$ cat src/rtl/fetch_pkg.sv
// Shared constants and types for the instruction-fetch stage and the IF/ID register.
package fetch_pkg;

    localparam logic [31:0] NOP_INSTR     = 32'h8000_0000;
    localparam logic [31:0] RESET_PC      = 32'h0000_0000;
    localparam int unsigned PC_INCR       = 4;
    localparam int unsigned WORD_ADDR_LSB = 2;

    typedef enum logic [1:0] {
        IFID_HOLD   = 2'd0,
        IFID_LOAD   = 2'd1,
        IFID_BUBBLE = 2'd2
    } ifid_ctrl_e;

endpackage

$ cat src/rtl/fetch_unit_ifid_reg.sv
// IF/ID pipeline register: load a fetched word, hold it, or replace it with a bubble.
module ifid_reg
    import fetch_pkg::*;
#(
    parameter logic [31:0] NOP_INSTR = fetch_pkg::NOP_INSTR
) (
    input  logic        clk,
    input  logic        rst,
    input  ifid_ctrl_e  ctrl_i,
    input  logic [31:0] instr_i,
    input  logic [31:0] npc_i,
    output logic [31:0] instr_o,
    output logic [31:0] npc_o,
    output logic        valid_o
);

    logic [31:0] instr_d, instr_q;
    logic [31:0] npc_d, npc_q;
    logic        valid_d, valid_q;

    always_comb begin
        instr_d = instr_q;
        npc_d   = npc_q;
        valid_d = valid_q;
        unique case (ctrl_i)
            IFID_LOAD: begin
                instr_d = instr_i;
                npc_d   = npc_i;
                valid_d = 1'b1;
            end
            IFID_BUBBLE: begin
                instr_d = NOP_INSTR;
                npc_d   = '0;
                valid_d = 1'b0;
            end
            default: ;
        endcase
    end

    always_ff @(posedge clk or posedge rst) begin
        if (rst) begin
            instr_q <= NOP_INSTR;
            npc_q   <= '0;
            valid_q <= 1'b0;
        end else begin
            instr_q <= instr_d;
            npc_q   <= npc_d;
            valid_q <= valid_d;
        end
    end

    assign instr_o = instr_q;
    assign npc_o   = npc_q;
    assign valid_o = valid_q;

endmodule

$ cat src/rtl/fetch_unit.sv
// Fetch stage: owns the PC, applies redirect/flush/stall/halt priority and feeds IF/ID.
module fetch_unit
    import fetch_pkg::*;
#(
    parameter logic [31:0] RESET_PC   = fetch_pkg::RESET_PC,
    parameter int unsigned IMEM_WORDS = 32,
    parameter logic [31:0] NOP_INSTR  = fetch_pkg::NOP_INSTR
) (
    input  logic        clk,
    input  logic        rst,
    input  logic        stall_i,
    input  logic        flush_i,
    input  logic        branch_taken_i,
    input  logic [31:0] branch_target_i,
    output logic [31:0] imem_addr_o,
    input  logic [31:0] imem_data_i,
    output logic [31:0] ifid_instr_o,
    output logic [31:0] ifid_npc_o,
    output logic        ifid_valid_o,
    output logic        halted_o,
    output logic [31:0] fetch_count_o
);

    logic [31:0] pc_d, pc_q;
    logic        halted_d, halted_q;
    logic [31:0] count_d, count_q;
    logic [31:0] pc_plus4;
    logic        in_range;
    ifid_ctrl_e  ifid_ctrl;
    logic        unused_tgt_lsb;

    assign unused_tgt_lsb = ^branch_target_i[WORD_ADDR_LSB-1:0];
    assign pc_plus4       = pc_q + 32'(PC_INCR);
    assign in_range       = {2'b00, pc_q[31:WORD_ADDR_LSB]} < 32'(IMEM_WORDS);

    always_comb begin
        pc_d      = pc_q;
        halted_d  = halted_q;
        count_d   = count_q;
        ifid_ctrl = IFID_HOLD;
        if (branch_taken_i) begin
            pc_d      = {branch_target_i[31:WORD_ADDR_LSB], 2'b00};
            halted_d  = 1'b0;
            ifid_ctrl = IFID_BUBBLE;
        end else if (flush_i) begin
            ifid_ctrl = IFID_BUBBLE;
        end else if (stall_i) begin
            ifid_ctrl = IFID_HOLD;
        end else if (halted_q) begin
            ifid_ctrl = IFID_BUBBLE;
        end else if (!in_range) begin
            halted_d  = 1'b1;
            ifid_ctrl = IFID_BUBBLE;
        end else begin
            pc_d      = pc_plus4;
            count_d   = count_q + 32'd1;
            ifid_ctrl = IFID_LOAD;
        end
    end

    always_ff @(posedge clk or posedge rst) begin
        if (rst) begin
            pc_q     <= RESET_PC;
            halted_q <= 1'b0;
            count_q  <= '0;
        end else begin
            pc_q     <= pc_d;
            halted_q <= halted_d;
            count_q  <= count_d;
        end
    end

    ifid_reg #(
        .NOP_INSTR(NOP_INSTR)
    ) u_ifid_reg (
        .clk     (clk),
        .rst     (rst),
        .ctrl_i  (ifid_ctrl),
        .instr_i (imem_data_i),
        .npc_i   (pc_plus4),
        .instr_o (ifid_instr_o),
        .npc_o   (ifid_npc_o),
        .valid_o (ifid_valid_o)
    );

    assign imem_addr_o   = pc_q;
    assign halted_o      = halted_q;
    assign fetch_count_o = count_q;

endmodule

$ cat config.mk
export PLATFORM = sky130hd
export DESIGN_NAME = fetch_unit
export DESIGN_NICKNAME = d
export VERILOG_FILES = /design/src/rtl/fetch_pkg.sv /design/src/rtl/fetch_unit_ifid_reg.sv /design/src/rtl/fetch_unit.sv
export SDC_FILE = /design/constraint.sdc
export NUM_CORES = 1
export LEC_CHECK = 0
export ABC_AREA = 1
export ABC_CLOCK_PERIOD_IN_PS = 2300
export CELL_PAD_IN_SITES_DETAIL_PLACEMENT = 0
export CELL_PAD_IN_SITES_GLOBAL_PLACEMENT = 2
export CORE_MARGIN = 1
export CORE_UTILIZATION = 23
export DETAILED_ROUTE_END_ITERATION = 7
export MAX_ROUTING_LAYER = met4
export PLACE_DENSITY_LB_ADDON = 0.1
export SLEW_MARGIN = 0
export SYNTH_ARGS = -nofsm -noshare
export SYNTH_HDL_FRONTEND = slang
export SYNTH_HIERARCHICAL = 1
export SYNTH_SLANG_ARGS = --single-unit
$ cat constraint.sdc
create_clock -name clk -period 2.3 [get_ports clk]
set_clock_uncertainty 0.2 [all_clocks]
set_input_delay 0.46 -clock clk [delete_from_list [all_inputs] [get_ports clk]]
set_output_delay 0.46 -clock clk [all_outputs]
set_load 0.05 [all_outputs]
Word level (Yosys, flattened, before mapping)
Index checks and enable logic that the tools add are counted.
Word-level totals
  register bits after elaboration: 130
  input port bits: 69
  word-level logic and storage cells: 41
Operators by class
  add/sub/neg operators: 2
  order comparisons: 1
  eq/ne operators: 5
  multiplexer cells: 18
  bitwise gates (word level): 4
  reductions and logical operators: 5
Operator list (number)
  32-bit two-way mux: 5
  32-bit one-hot mux with 2 select lines: 2
  32-bit by 1-bit adder with 32-bit output, second input constant: 1
  32-bit by 3-bit adder with 32-bit output, second input constant: 1
  30-bit by 6-bit less-than comparator with 1-bit output, second input constant: 1
  2-bit two-way mux: 5
  1-bit two-way mux: 5
  5-bit AND reduction: 1
  2-bit by 1-bit inequality test with 1-bit output, second input constant: 2
  1-bit NOT: 4
  4-bit AND reduction: 1
  2-bit nonzero test: 2
  2-bit by 1-bit == test with 1-bit output, second input constant: 1
  2-bit == test, second input constant: 1
  2-bit inequality test, second input constant: 1
  1-bit one-hot mux with 2 select lines: 1
  2-bit AND reduction: 1

Longest topological paths before layout
  depth after elaboration: 8
  depth in mapped cells: 15
  mapped depth without buffers: 12

Modules after synthesis
The synthesis kept the hierarchy.
By module, submodules not included
  fetch_unit: times used 1, cells each 664, area each 4312.9 µm², seq. area each 1576.5 µm²
  ifid_reg: times used 1, cells each 279, area each 2509.9 µm², seq. area each 1627.8 µm²

Worst setup path before layout
Ideal clock, no wire load.
  path type: register to register
  from: register pc_q[21], in the netlist imem_addr_o[21]
  to: register u_ifid_reg.instr_q[0], in the netlist u_ifid_reg/instr_o[0]
  arrival time: 2.417 ns
  required time: 1.982 ns
  path slack: -0.435 ns
  stages on the path, launching flop included: 16
  path buffers: 5
  clock period less this slack: 2.735 ns
  cell sequence: dfrtp_1 -> buf_6 -> nor2_1 -> and2_1 -> nand2_2 -> nor2_4 -> nand2_2 -> nor2_4 -> buf_6 -> inv_1 -> ha_1 -> buf_4 -> buf_4 -> buf_4 -> nand2_1 -> nand2_1
On the way
  word-level cells in the longest chain between the ends: 8
Ends and longest elaborated chain
  start: declaration: RTL line fetch_unit.sv:24  | logic [31:0] pc_d, pc_q;
  start signal: assignment: RTL line fetch_unit.sv:67  | pc_q <= pc_d;
  30-bit by 6-bit less-than comparator with 1-bit output (*): RTL line fetch_unit.sv:34  | assign in_range = {2'b00, pc_q[31:WORD_ADDR_LSB]} < 32'(IMEM_WORDS);
  2-bit two-way mux (*): RTL line fetch_unit.sv:51  | end else if (!in_range) begin
  2-bit two-way mux (*): RTL line fetch_unit.sv:49  | end else if (halted_q) begin
  2-bit two-way mux (*): RTL line fetch_unit.sv:47  | end else if (stall_i) begin
  2-bit two-way mux (*): RTL line fetch_unit.sv:45  | end else if (flush_i) begin
  2-bit two-way mux (*): RTL line fetch_unit.sv:41  | if (branch_taken_i) begin
  named net ifid_ctrl[0]: RTL line fetch_unit.sv:29  | ifid_ctrl_e ifid_ctrl;
  2-bit == test or 2-bit by 1-bit == test with 1-bit output (tied branches): RTL line fetch_unit_ifid_reg.sv:25  | unique case (ctrl_i)
  32-bit one-hot mux with 2 select lines or 2-bit nonzero test (tied branches)
  end signal: assignment: RTL line fetch_unit_ifid_reg.sv:46  | instr_q <= instr_d;
  end: declaration: RTL line fetch_unit_ifid_reg.sv:17  | logic [31:0] instr_d, instr_q;
The timed path passes the listed nets; every way through them passes the cells marked *.
A chain may end at the register's enable or synchronous reset.

Worst setup path in the final report
  from: register u_ifid_reg.npc_q[23], in the netlist u_ifid_reg/npc_o[23]
  to: output port ifid_npc_o[23]
RTL lines
  start: declaration: RTL line fetch_unit_ifid_reg.sv:18  | logic [31:0] npc_d, npc_q;
  start signal: assignment: RTL line fetch_unit_ifid_reg.sv:47  | npc_q <= npc_d;
  end: declaration: RTL line fetch_unit.sv:18  | output logic [31:0] ifid_npc_o,
No word-level cell between the ends.

==> run summary <==
Commonest cells post-synth: nand2_1 (501), dfrtp_1 (127), nor2_1 (89)
Crit start category: flop
Power Density: 632 nW/um^2
Final WL: 25,200 microns
DR vias/cell: 4.15
Final period util: 98.4%
Final setup violation count: 0
Global-route wire length before repair: 38,900 microns
1st-iter DRT viols: 486
Number of core rows: 62
Top cell type by total area after synthesis: dfrtp_1
DRC viols: 0
Syn Inst Count: 943
Post-route core utilization: 36.0%
# clock sinks: 128
Max stage delay on crit path: 0.82 ns
DIE WIDTH: 174 microns
Critical path fanouts, max: 2
Gr usage total: 17.3%
FMAX: 442 MHz
Routed Antenna Nets: 0
Vias: 6,599
Crit path DAT: 1.60 ns
Core Area: 28,900 sq um
Gr ovfl total: 0
Hold Fails Final Rpt: 0
Fill cell count: 3,139
CTS clk-pin slew, worst paths: 0.07 ns
Status: complete, no violations
Power, Total: 6.58 mW
Max Cap Violations: 0
Commonest register cell after synthesis: dfrtp_1
Synth Area per Inst: 7.24 sq um
RePlAce Congestion: 0.778
Pins Over Slew Limit: 0
Largest net degree at the start of global routing: 66
Clk_lat worst skew: 0.42 ns
Ys async rst share: 100%
#FFs+latches synth: 128
Chip height: 174 microns
Vias in the first global route: 6,560
Fin nets: 1,266
CTS Buf Count: 17
Synth unique cells: 29
Top delay family on crit path: buffers and inverters
WS Path Type: reg -> out
Area growth syn-to-layout: 52.5%
Sequential share of the synthesized area: 47.0%
Slew @ Worst Pin: 0.550 ns
Routed wire per std cell: 15.9 microns
Yosys top cell area share: 46.6%
Clock Root Buffer: clkbuf_16
Layout cells sized above 1: 19.9%
Slew HR: 63.3%
Die area: 30,400 sq um
Worst path cell trace: clkdlybuf4s50_1
Tmin final: 2.26 ns
Worst IR Drop VDD: 498 uV
Placed cell areas: 9430 sq um
Hold Path Class: in -> async
Slowest-stage cell, CP: clkdlybuf4s50_1
Fin area: 10,400 sq um
CP endpoint kind: primary output
Io pins: 199
Antenna cell count: 0
CTS Buffer Depth: 2
CTS H-Tree Depth: 4
PortBufs: 194
Total number of yosys warnings: 6
Ranking of synthesized cells by area: dfrtp_1 (47%), nand2_1 (28%), nor2_1 (4.9%)
Antenna violations before repair: 0
CTS tree: yes
CP Buf/Inv Count: 1
Initial Util: 23.6%
First-pass DRT Iterations: 5
RSZ-0062 raised after global routing: yes
EDFF count, synth: 0
Most common cell in the synthesized netlist: nand2_1
Final TNS setup: 0 ns
Crit path required time: 1.64 ns
Mapped Area: 6820 sq um
HPWL after DPL: 17,900 microns
CTS Hold Bufs: 0
Standby leakage power: 5.35 nW
[cell families (layout without fill, tap and decap cells)]
logic type	count (synthesis)	after routing	synth area share, %
AND/OR/NAND/NOR	680	680	40.7
adder cells (fa/ha/maj)	4	4	0.734
AO/OA/AOI/OAI	11	11	0.807
XOR/XNOR	39	39	5.01
flip-flops	128	128	47.0
other	1	4	0.0550
buffers and inverters	80	340	5.70
[cell type report]
| class | instances | area, sq um | area share, % |
|---|---|---|---|
| multi-input cells | 738 | 3390 | 32.5 |
| flip-flops and latches | 128 | 3220 | 31.0 |
| repair buffers | 262 | 2510 | 24.1 |
| well taps | 384 | 480 | 4.62 |
| clock buffers | 17 | 425 | 4.09 |
| inverters | 46 | 175 | 1.68 |
| clock inverters | 15 | 206 | 1.98 |
[per-layer routing]
layer | share of wire [%] | up-vias | track usage (%)
met5 | 0 | - | -
met4 | 0.86 | 0 | 4.17
met3 | 4.4 | 13 | 2.52
met2 | 42 | 161 | 24.3
met1 | 53 | 3035 | 25.6
li1 | - | 3390 | -
[final timing paths]
check,startpoint,to,slack (ns),cells past startpoint
worst max-delay path,u_ifid_reg/npc_o[23]$_DFFE_PP0P_,ifid_npc_o[23],0.04,1
worst min-delay path,rst,fetch_count_o[13]$_DFFE_PP0P_,0.13,2
worst max register to register,imem_addr_o[13]$_DFFE_PP0P_,u_ifid_reg/npc_o[28]$_DFFE_PP0P_,0.05,14
worst min register to register,u_ifid_reg/instr_o[5]$_DFFE_PP0P_,u_ifid_reg/instr_o[5]$_DFFE_PP0P_,0.27,2
max in group asynchronous,rst,imem_addr_o[21]$_DFFE_PP0P_,1.22,3
min in group clk,u_ifid_reg/instr_o[5]$_DFFE_PP0P_,u_ifid_reg/instr_o[5]$_DFFE_PP0P_,0.27,2
[flip-flops by register name (all words and copies together) (netlist names)]
| register | flops |
|---|---|
| u_ifid_reg/instr_o | 32 |
| imem_addr_o | 30 |
| u_ifid_reg/valid_o | 1 |
| u_ifid_reg/npc_o | 32 |
| halted_o | 1 |
| fetch_count_o | 32 |
[where the power goes]
group	switching [mW]	internal, mW	total [mW]
clock	1.19	1.83	3.02
combinational	0.726	0.429	1.16
sequential	0.0589	2.34	2.40
[repair_timing]
action                     CTS  global route
cloned                       2             4
setup endpoints to repair   69            71
pin swaps                    7            11
buffers inserted             5             1
gates resized for setup     19            44
[stage by stage]
step	hold WS, ns	worst slack [ns]	cells
2_1_floorplan	0.370	-0.186	946
3_3_place_gp	0.253	-0.165	1546
3_5_place_dp	0.257	-0.178	1546
4_1_cts	0.131	-0.0178	1585
5_1_grt	0.142	-0.0605	1590
6_report	0.133	0.0376	1590
[cell usage in the layout, fill, tap and decap left out, drive strengths merged, types with 10 or more instances in the layout]
master         synthesis  layout
clkbuf                 7      20
buf                   27     127
xor2                  30      30
clkdlybuf4s50          0     116
nand3                 55      55
nor2                  96      96
dfrtp                127     127
nand3b                17      17
o21ai                 10      10
nand2                503     503
inv                   46      49
Power figures use the tool's default switching activity.
==> variant 1: new RTL, config.mk and constraints unchanged <==
Register the output `fetch_count_o` once more, without a reset; this adds one clock of latency there. The other outputs are not delayed to match.
--- a/src/rtl/fetch_unit.sv
+++ b/src/rtl/fetch_unit.sv
@@ -86,5 +86,7 @@
     assign imem_addr_o   = pc_q;
     assign halted_o      = halted_q;
-    assign fetch_count_o = count_q;
+    always_ff @(posedge clk) begin
+        fetch_count_o <= count_q;
+    end
 
 endmodule
Function: changed (a bounded check fails within 4 cycles, from zero or initial values and one cycle with rst high).
==> variant 1 against the unedited design <==
The run now ends with negative setup slack left; die area is 10% higher; total power is 4.9% higher; via count is 4.7% higher; sequential share of layout area is 2.4 points higher; fmax is 8.3% lower; combinational power is 8% higher; cell area is 11% higher; area after synthesis is 10% higher; critical path depth is 15 higher; wire length is 7.3% higher; setup slack worse by 200 ps; final cell count is 7.4% higher; sequential cell count is 32 higher; critical path type is now register to register; largest cell class is now registers; largest power group is now sequential cells.
==> variant 1: results <==
[critical_path]
crit_fanout = 7
endpoint = u_ifid_reg/instr_o[4]
cp_slowest_cell = dfrtp_2
r2r_cells = 16
cpLargestDelayFamily = simple AND/OR/NAND/NOR gates
worst-endpoint-arrival_ps = 2590
r2r-start = imem_addr_o[24]
max_stage_delay_ps = 410

[final_layout]
multi_input_area_um2 = 3510
inverters = 50
nNetsFinal = 1331
fill_cells = 3437
n_all_buffers = 282
clockNetworkAreaShare = 0.0483
clkbuf_count = 24
multi_input_comb_cells = 747
diodes = 2
drive_gt1_frac = 0.209
buffer_area_frac = 0.249

[synthesis]
syn_avg_cell_area_um2 = 7.62
synth_cell_type_count = 32
netlist_top_cells_count = nand2_1, dfrtp_1, nor2_1
synth_compound_area_frac = 0.00964
synth_area_leaders = dfrtp_1, nand2_1, dfxtp_1, nor2_1, xor2_1
synthArstFlopShare = 0.800
yosysSeqAreaShare = 0.511
synth-adder-area-share = 0.00665
synthXorXnorAreaFrac = 0.0430

[timing]
setup-violations-final = 63
timing.slew.headroom = 0.632
hold_ws_ps = 212
fin_ws_ps = -167

[pwr]
p_leak_nw = 6.12

[place]
place_area_um2 = 10400
gp_congestion = 0.797
place_hpwl_um = 19300
dpl_worst_slack_ps = -276

[routing]
drt_iter0_drc = 231
post_drt_wl_per_cell_um = 15.9

[global_route]
grt_pass1_vias = 6907
grt_pass1_wl_um = 41400
grt_start_max_net_pins = 64

[status]
violations = negative setup slack
status = finished, violations left
==> variant 1: metrics by stage <==
stage	power [W]	std cells	TNS [ps]
global placement	0.00417	1656	-12930
detailed placement	0.00417	1656	-14550
CTS	0.00702	1705	-5050
global route	0.00722	1708	-13330
finish	0.00690	1708	-5570
floorplan	0.00363	991	-9190
==> variant 1: metal layers <==
layer | track usage | vias up | share of wire
met1 | 0.204 | 3196 | 0.43
met2 | 0.293 | 126 | 0.51
met5 | - | - | 0
met4 | 0.0447 | 0 | 0.013
li1 | - | 3572 | -
met3 | 0.0391 | 13 | 0.049
==> variant 1: repair_timing <==
action                     4_1_cts  5_1_grt
pin swaps                        4       10
buffers inserted                10        1
gates resized for setup         35       63
setup endpoints to repair       65       88
hold endpoints to repair         0        0
gates cloned                     8        1
==> variant 1: where the power goes <==
part,internal (W),leakage [nW],switching [W]
Combinational,0.000484,3.88,0.000770
Clock,0.00153,0.267,0.00116
Sequential,0.00290,1.97,0.0000542
Total,0.00491,6.12,0.00199
==> variant 2: new RTL, same settings <==
Made on the original files. Set the parameter `IMEM_WORDS` to 24 (it was 32).
--- a/src/rtl/fetch_unit.sv
+++ b/src/rtl/fetch_unit.sv
@@ -4,5 +4,5 @@
 #(
     parameter logic [31:0] RESET_PC   = fetch_pkg::RESET_PC,
-    parameter int unsigned IMEM_WORDS = 32,
+    parameter int unsigned IMEM_WORDS = 24,
     parameter logic [31:0] NOP_INSTR  = fetch_pkg::NOP_INSTR
 ) (
Behaviour: not the same (a bounded check fails within 4 cycles, from zero or initial values and one cycle with rst high).
==> variant 2 against the unedited design <==
Wire length increased by 3.3%; global-route usage increased by 0.12 points; cell area increased by 3.6%; area after synthesis increased by 0.39%; sequential cell count unchanged; setup slack got worse by 19 ps; non-clock buffer count increased by 12; total power increased by 1.1%; sequential share of layout area decreased by 0.94 points.
==> variant 2: results <==
[critical_path]
cpLargestDelayFamily = simple AND/OR/NAND/NOR gates
rrSetupSlack_ps = 20
endpoint = u_ifid_reg/npc_o[15]
max_stage_delay_ps = 410
r2r-start = imem_addr_o[18]
r2r_end = u_ifid_reg/npc_o[15]
crit_fanout = 8
critical_path_class = register to register

[synthesis]
netlist_top_cells_count = nand2_1, dfrtp_1, nor2_1
synth_cell_type_count = 28
yosysSeqAreaShare = 0.468
synth_area_leaders = dfrtp_1, nand2_1, nor2_1, xor2_1, nand3_1
syn_avg_cell_area_um2 = 7.19

[final_layout]
drive_gt1_frac = 0.240
fill_cells = 3158
regArea_um2 = 3240

[global_route]
use_met2 = 0.242
grt_pass1_vias = 6674
grt_start_max_net_pins = 36
use_met1 = 0.256
grt_usage = 0.174

[timing]
hold_ws_ps = 177

[place]
gp_congestion = 0.831
place_hpwl_um = 18600
dpl_worst_slack_ps = -169
place_area_um2 = 9540

[pwr]
swShare = 0.297
switchingPower_w = 0.00198

[clocking]
cts_resized = 24
post_cts_buffers = 1

[routing]
vias_per_cell = 4.18
drt_iter0_drc = 355
post_drt_wl_per_cell_um = 16.2
finalWirelength_um = 26100

[status]
status = completed
==> variant 2: final cells by class <==
type	count	area share
Multi-Input combinational cell	743	0.328
Sequential cell	128	0.300
Timing Repair Buffer	274	0.249
Tap cell	384	0.0446
Clock buffer	18	0.0407
Clock inverter	13	0.0188
Inverter	52	0.0183
Antenna cell	1	0.000232
==> variant 2: layer usage <==
layer	wire length, um	part of all wire
met1	13900	0.53
met2	10800	0.41
met3	1190	0.045
met4	182	0.0070
met5	0	0
==> variant 2: cell families (layout without fill, tap and decap cells) <==
kind of cell             Yosys count  after routing  synth area share
flip-flops                       128            128             0.468
XOR/XNOR                          40             40            0.0512
adder cells (fa/ha/maj)            4              4           0.00731
AND/OR/NAND/NOR                  685            685             0.408
buffers and inverters             84            357            0.0579
AO/OA/AOI/OAI                     10             10           0.00731
other                              1              5          0.000548
